<file path="config.mk">
export PLATFORM = sky130hd
export DESIGN_NAME = fifo_addr_ctrl
export DESIGN_NICKNAME = d
export VERILOG_FILES = /design/src/rtl/ntt_pkg.sv /design/src/rtl/stage_addr_cnt.sv /design/src/rtl/fifo_addr_ctrl.sv
export SDC_FILE = /design/constraint.sdc
export NUM_CORES = 1
export LEC_CHECK = 0
export CAP_MARGIN = 20
export CORE_ASPECT_RATIO = 0.8
export CORE_MARGIN = 2
export CORE_UTILIZATION = 52
export DETAILED_ROUTE_END_ITERATION = 12
export GPL_TIMING_DRIVEN = 0
export PLACE_DENSITY = 0.85
export SETUP_SLACK_MARGIN = 0.2
export SLEW_MARGIN = 20
export SYNTH_ARGS = -nofsm -noshare
export SYNTH_HDL_FRONTEND = slang
export SYNTH_HIERARCHICAL = 1
export SYNTH_SLANG_ARGS = --single-unit
</file>
<file path="constraint.sdc">
create_clock -name clk -period 3.6 [get_ports clk]
set_input_delay 0.36 -clock clk [delete_from_list [all_inputs] [get_ports clk]]
set_output_delay 0.36 -clock clk [all_outputs]
set_load 0.01 [all_outputs]
</file>
<file path="src/rtl/ntt_pkg.sv">
// Shared NTT pipeline constants, sizing helpers and the fifo2 address type
// used by the fifo address sequencer.
package ntt_pkg;

  localparam int unsigned NTT_STAGE_CNT = 8;
  localparam int unsigned MUL_STAGE_CNT = 4;

  function automatic int unsigned max(input int unsigned a, input int unsigned b);
    return (a > b) ? a : b;
  endfunction

  // Stages 0..n-2 halve in depth from 1<<(n-2); the final stage is depth 1.
  function automatic int unsigned stage_depth(input int unsigned i,
                                              input int unsigned n = NTT_STAGE_CNT);
    return (i + 1 >= n) ? 32'd1 : (32'd1 << (n - 2 - i));
  endfunction

  localparam int unsigned MAX_HRS = 32'd1 << (NTT_STAGE_CNT - 2);
  localparam int unsigned AW      = $clog2(max(MAX_HRS, MUL_STAGE_CNT));
  localparam int unsigned MW      = $clog2(MUL_STAGE_CNT - 1);

  typedef logic [AW-1:0] fifo2_addr_t;

endpackage

</file>
<file path="src/rtl/stage_addr_cnt.sv">
// Circular address counter for one NTT stage delay line: address, butterfly
// half-select and a one-cycle wrap pulse.
module stage_addr_cnt
  import ntt_pkg::*;
#(
  parameter int unsigned DEPTH = 1,
  parameter int unsigned W     = AW
) (
  input  logic         clk,
  input  logic         rst_n,
  input  logic         clr_i,
  input  logic         en_i,
  output logic [W-1:0] addr_o,
  output logic         sel_o,
  output logic         wrap_o
);

  localparam logic [W-1:0] LAST = W'(DEPTH - 1);

  logic [W-1:0] addr_q, addr_d;
  logic         sel_q, sel_d;
  logic         wrap_q, wrap_d;

  always_comb begin
    addr_d = addr_q;
    sel_d  = sel_q;
    wrap_d = 1'b0;
    if (clr_i) begin
      addr_d = '0;
      sel_d  = 1'b0;
    end else if (en_i) begin
      if (addr_q == LAST) begin
        addr_d = '0;
        sel_d  = ~sel_q;
        wrap_d = 1'b1;
      end else begin
        addr_d = addr_q + W'(1);
      end
    end
  end

  always_ff @(posedge clk) begin
    if (!rst_n) begin
      addr_q <= '0;
      sel_q  <= 1'b0;
      wrap_q <= 1'b0;
    end else begin
      addr_q <= addr_d;
      sel_q  <= sel_d;
      wrap_q <= wrap_d;
    end
  end

  assign addr_o = addr_q;
  assign sel_o  = sel_q;
  assign wrap_o = wrap_q;

endmodule

</file>
<file path="src/rtl/fifo_addr_ctrl.sv">
// Shared address sequencer for the NTT/INTT fifo controllers: one circular
// counter per stage delay line plus the multiplier FIFO counter.
module fifo_addr_ctrl #(
  parameter  int unsigned NTT_STAGE_CNT = ntt_pkg::NTT_STAGE_CNT,
  parameter  int unsigned MUL_STAGE_CNT = ntt_pkg::MUL_STAGE_CNT,
  localparam int unsigned MAX_HRS       = 32'd1 << (NTT_STAGE_CNT - 2),
  localparam int unsigned AW            = $clog2(ntt_pkg::max(MAX_HRS, MUL_STAGE_CNT)),
  localparam int unsigned MW            = $clog2(MUL_STAGE_CNT - 1)
) (
  input  logic                              clk,
  input  logic                              rst_n,
  input  logic                              clr,
  input  logic [NTT_STAGE_CNT-1:0]          en,
  input  logic                              fifom_en,
  output logic [NTT_STAGE_CNT-1:0][AW-1:0]  fifo2_addr,
  output logic [NTT_STAGE_CNT-1:0]          fifo2_sel,
  output logic [NTT_STAGE_CNT-1:0]          fifo2_wrap,
  output logic [MW-1:0]                     fifom_addr,
  output logic                              idle
);

  localparam logic [MW-1:0] FM_LAST = MW'(MUL_STAGE_CNT - 2);

  logic [MW-1:0] fifom_q, fifom_d;

  for (genvar gi = 0; gi < NTT_STAGE_CNT; gi++) begin : g_stage
    stage_addr_cnt #(
      .DEPTH(ntt_pkg::stage_depth(gi, NTT_STAGE_CNT)),
      .W    (AW)
    ) u_cnt (
      .clk   (clk),
      .rst_n (rst_n),
      .clr_i (clr),
      .en_i  (en[gi]),
      .addr_o(fifo2_addr[gi]),
      .sel_o (fifo2_sel[gi]),
      .wrap_o(fifo2_wrap[gi])
    );
  end

  always_comb begin
    fifom_d = fifom_q;
    if (clr) begin
      fifom_d = '0;
    end else if (fifom_en) begin
      fifom_d = (fifom_q == FM_LAST) ? '0 : fifom_q + MW'(1);
    end
  end

  always_ff @(posedge clk) begin
    if (!rst_n) begin
      fifom_q <= '0;
    end else begin
      fifom_q <= fifom_d;
    end
  end

  assign fifom_addr = fifom_q;
  assign idle       = (fifo2_addr == '0) && (fifo2_sel == '0) && (fifom_q == '0);

endmodule

</file>
* Word level (Yosys, flattened, before mapping)
Index checks and enable logic that the tools add are counted.
** Cells by class
- Reduce and logical (&&, ||, !) cells :: 24
- Bitwise operators :: 17
- $add $sub $neg :: 9
- Equal/unequal tests :: 7
- Multiplexer cells :: 17
** Operators with widths (count)
- 6-bit by 1-bit adder with 6-bit output (second input constant) :: 8
- 48-bit logical NOT :: 1
- 6-bit two-way mux :: 8
- 3-bit OR reduction :: 8
- 1-bit inverter :: 17
- 2-bit AND reduction :: 8
- 6-bit logical NOT :: 2
- 8-bit logical NOT :: 1
- 1-bit two-way mux :: 8
- 6-bit by 1-bit == test with 1-bit output (second input constant) :: 1
- 6-bit by 2-bit == test with 1-bit output (second input constant) :: 1
- 6-bit by 3-bit == test with 1-bit output (second input constant) :: 1
- 6-bit by 4-bit == test with 1-bit output (second input constant) :: 1
- 6-bit by 5-bit == test with 1-bit output (second input constant) :: 1
- 6-bit == test (second input constant) :: 1
- 2-bit by 1-bit adder with 2-bit output (second input constant) :: 1
- 2-bit == test (second input constant) :: 1
- 1-bit logical AND :: 2
- 2-bit logical NOT :: 1
- 2-bit two-way mux :: 1
- 2-bit OR reduction :: 1
** Storage, ports and cells
- Output and inout port bits :: 67
- Word-level logic and storage cells :: 99
- Bits of input ports :: 12
- Bits in registers :: 66

* Depth between registers and ports, before layout
- Word-level depth :: 3
- Depth in mapped cells :: 5
- Depth with buffers taken out :: 5

* Cells and area by module
The synthesis kept the hierarchy.
** Modules (own cells, without submodules)
- stage_addr_cnt (g_stage[6].u_cnt ...) :: area each 347.8 µm², cells an instance 37, times used 2, sequential area each 160.2 µm²
- stage_addr_cnt (g_stage[5].u_cnt) :: area each 346.6 µm², cells an instance 37, times used 1, sequential area each 160.2 µm²
- stage_addr_cnt (g_stage[1].u_cnt) :: area each 340.3 µm², cells an instance 34, times used 1, sequential area each 160.2 µm²
- stage_addr_cnt (g_stage[0].u_cnt) :: area each 334.1 µm², cells an instance 34, times used 1, sequential area each 160.2 µm²
- stage_addr_cnt (g_stage[3].u_cnt) :: area each 332.8 µm², cells an instance 37, times used 1, sequential area each 160.2 µm²
- stage_addr_cnt (g_stage[2].u_cnt) :: area each 324.1 µm², cells an instance 34, times used 1, sequential area each 160.2 µm²
- stage_addr_cnt (g_stage[4].u_cnt) :: area each 319.1 µm², cells an instance 33, times used 1, sequential area each 160.2 µm²
- fifo_addr_ctrl :: area each 231.5 µm², cells an instance 28, times used 1, sequential area each 40.0 µm²

* Least setup slack after synthesis
OpenSTA, ideal clock, no wires.
- Path kind :: reg-to-output
- From :: register g_stage[6].u_cnt.addr_q[1]
- To :: output port idle
- Path slack :: 2.111 ns
- Arrival time :: 1.129 ns
- Buffers on the path :: 0
- Cell stages (with the launch flop) :: 4
- Path through :: dfxtp_1 nor4_2 nand4_1 nor4_2
** On the way
- Longest elaborated chain between the ends :: 3
** Ends and longest elaborated chain
- start, declared :: RTL line stage_addr_cnt.sv:20 : logic [W-1:0] addr_q, addr_d;
- start signal, assigned :: RTL line stage_addr_cnt.sv:48 : addr_q <= addr_d;
- 48-bit logical NOT :: RTL line fifo_addr_ctrl.sv:59 : assign idle = (fifo2_addr == '0) && (fifo2_sel == '0) && (fifom_q == '0);
- 1-bit logical AND (2 in a row) :: RTL line fifo_addr_ctrl.sv:59
- end, declared :: RTL line fifo_addr_ctrl.sv:19 : output logic idle
No other way between the ends.

* Worst setup path after layout
- From :: register g_stage[5].u_cnt.addr_q[2]
- To :: output port idle
** On the way
- Longest elaborated chain between the ends :: 3
** Ends and longest elaborated chain (RTL line)
- start, declared :: stage_addr_cnt.sv:20
- start signal, assigned :: stage_addr_cnt.sv:48
- 48-bit logical NOT :: fifo_addr_ctrl.sv:59
- 1-bit logical AND (2 in a row) :: fifo_addr_ctrl.sv:59
No other way between the ends.

==> impl_metrics.env <==
export IMPL_core_mm2=0.00544
export IMPL_hold_path_class="input pin to flop"
export IMPL_relSlewSlack=0.700
export IMPL_ir_drop_mv=0.245
export IMPL_grt_overflow=0
export IMPL_seqPwrFrac=0.507
export IMPL_syn_avg_cell_area_um2=9.40
export IMPL_cts_clk_slew_worst_paths_ns=0.06
export IMPL_syn_num_nets=334
export IMPL_status="completed"
export IMPL_via_per_inst=5.34
export IMPL_drv_cap=0
export IMPL_grt_pass1_wl_um=11000
export IMPL_rsz0062_at_grt="false"
export IMPL_finClkSkew_ns=0.00257
export IMPL_fp_dieH_um=71.1
export IMPL_wl_per_cell_um=13.9
export IMPL_wirelength_um=6690
export IMPL_layout_cells_non_filler=482
export IMPL_period_share=0.694
export IMPL_clock_sinks=66
export IMPL_syn_to_final_growth_pct=36.5
export IMPL_grt_antenna_before_repair=0
export IMPL_finalCriticalPeriod_ns=2.50
export IMPL_worst_pin_slew_ns=0.447
export IMPL_cts_resized=0
export IMPL_slew_violations=0
export IMPL_worstSkewPairLatency_ns=0.33
export IMPL_yosys_warnings=6
export IMPL_die_x_um=87.8
export IMPL_drc=0
export IMPL_yosysUniqueCellTypes=32
export IMPL_dp_cells=466
export IMPL_netSwitchingPower_uw=328
export IMPL_criticalPathCategory="flop to primary output"
export IMPL_antenna_cells=0
export IMPL_critical_path_arrival_ns=2.14
export IMPL_grt_max_degree=13
export IMPL_fmax_mhz=400
export IMPL_drtPass1Iterations=4
export IMPL_crit_required_ns=3.24
export IMPL_track_usage=0.229
export IMPL_dieArea_mm2=0.00624
export IMPL_clkPwrFrac=0.417
export IMPL_n_fill_cell=407
export IMPL_rows=24
export IMPL_intPower_mw=1.16
export IMPL_synthCells=311
export IMPL_cts_root_buf="clkbuf_8"
export IMPL_layout_common_cells="77 x clkdlybuf4s50_1, 66 x dfxtp_1, 37 x nor2_1"
export IMPL_grt_pass1_vias=2385
export IMPL_start_kind="flop"
export IMPL_seq_area_frac_synth=0.452
export IMPL_io_buffers=77
export IMPL_cts_tree="done"
export IMPL_cts_setup_buffers=0
export IMPL_synth_seq_cells=66
export IMPL_switching_share=0.221
export IMPL_cp_max_fo=6
export IMPL_cts_max_path_buffers=2
export IMPL_drive_gt1_frac=0.0767
export IMPL_cts_buffers=9
export IMPL_finalSetupTns_ns=0
export IMPL_dp_hpwl_um=4820
export IMPL_power_frac_comb=0.075
export IMPL_leakage_nw=1.46
export IMPL_powerDensity_mw_per_mm2=372
export IMPL_htree_levels=3
export IMPL_critPathMaxStageDelay_ns=0.59
export IMPL_first_iter_violations=149
export IMPL_pin_count=79
export IMPL_initial_core_util=0.538
export IMPL_final_common_cell="clkdlybuf4s50_1"
export IMPL_fin_nets=422
export IMPL_endpoint_kind="primary output"
export IMPL_globalplace_congestion=0.802
export IMPL_hold_viol_final=0
export IMPL_cp_cell_sequence="nor4_1 -> nand4_1 -> nor4_2 -> clkdlybuf4s50_1"
export IMPL_crit_slowest_cell="clkdlybuf4s50_1"
export IMPL_cts_hold_buf=0
export IMPL_setup_viol=0
export IMPL_vias=2574
export IMPL_synthesis_area_mm2=0.00292
export IMPL_postRouteAntennaNets=0
## stage by stage
stage               hold WS (ns)  power, mW  setup WS [ns]  utilization  instance area [um2]
floorplan                  0.436      0.825           2.11            -                 2920
global placement           0.499      0.878           1.48        0.698                 3790
finish                     0.386       1.48           1.10        0.734                 3990
detailed placement         0.501      0.879           1.47        0.698                 3790
global route               0.378       1.54          0.963        0.734                 3990
CTS                        0.365       1.50           1.08        0.734                 3990
## per-layer routing
layer,share of wire,GRT usage,vias up
met3,0.064,0.0852,6
met1,0.46,0.300,1203
li1,-,-,1288
met5,0,0,-
met2,0.46,0.357,77
met4,0.010,0.0615,0
## synth_stat cells
cell type,count,area share
dfxtp_1,66,0.45
nor2_1,37,0.047
xor2_1,23,0.069
nand2_1,21,0.027
nand4_1,15,0.032
nor3_1,15,0.026
o21ai_0,15,0.026
or3_1,15,0.032
nand2b_1,13,0.028
a21oi_1,12,0.021
nor4_1,12,0.026
ha_1,11,0.047
mux2i_1,9,0.031
xnor2_1,8,0.024
inv_1,6,0.0077
nor4_2,5,0.021
nand4_2,4,0.017
nor2b_1,3,0.0064
o21bai_1,3,0.0077
or4b_4,3,0.014
a211oi_2,2,0.0086
clkbuf_1,2,0.0026
nand3_1,2,0.0034
a211oi_1,1,0.0026
a21boi_1,1,0.0026
buf_4,1,0.0026
clkbuf_2,1,0.0017
mux2_2,1,0.0039
o21ai_1,1,0.0017
or3b_1,1,0.0030
or4_1,1,0.0026
or4_4,1,0.0039
## logic make-up (layout without fill, tap and decap cells)
group	Yosys count	count (layout)	synth area share
fa+ha+maj	11	11	0.0471
compound gates	35	35	0.0693
flops	66	66	0.452
buf+inv	10	103	0.0145
simple gates	148	148	0.290
xor+xnor	31	31	0.0929
mux	10	10	0.0347
## state kept, by name, summed over array words and instances, names as in the netlist
| signal | count |
|---|---|
| g_stage.u_cnt/addr_o | 48 |
| fifom_addr | 2 |
| g_stage.u_cnt/wrap_o | 8 |
| g_stage.u_cnt/sel_o | 8 |
## cell type report
| class | count | area, um2 | area share |
|---|---|---|---|
| Tap cell | 78 | 97.6 | 0.0245 |
| Buffer | 4 | 20.0 | 0.00502 |
| Clock buffer | 14 | 163 | 0.0408 |
| Multi-Input combinational cell | 235 | 1560 | 0.391 |
| Clock inverter | 2 | 35.0 | 0.00878 |
| Sequential cell | 66 | 1320 | 0.331 |
| Timing Repair Buffer | 77 | 771 | 0.193 |
| Inverter | 6 | 22.5 | 0.00564 |
## worst max-delay path: cells and delay by family, from the launching register on
kind / cells / cell delay, ns
AND/OR/NAND/NOR: 3 / 0.85
buffers and inverters: 1 / 0.59
flip-flops: 1 / 0.37
## final timing paths
path	start	to	slack, ns	cells after the start
setup / recovery	g_stage[5].u_cnt/addr_o[2]	idle	1.10	4
hold / removal	en[3]	g_stage[3].u_cnt/addr_o[1]	0.39	3
setup reg to reg	g_stage[5].u_cnt/addr_o[2]	g_stage[5].u_cnt/addr_o[1]	2.04	3
hold reg to reg	g_stage[2].u_cnt/sel_o	g_stage[2].u_cnt/sel_o	0.52	2
## power by group through the flow
stage | combinational [mW] | clock [mW] | sequential (mW)
detailed placement | 0.111 | 0 | 0.769
global route | 0.123 | 0.664 | 0.754
global placement | 0.109 | 0 | 0.768
CTS | 0.112 | 0.634 | 0.752
floorplan | 0.0544 | 0 | 0.770
finish | 0.112 | 0.619 | 0.752
Power figures use the tool's default switching activity.
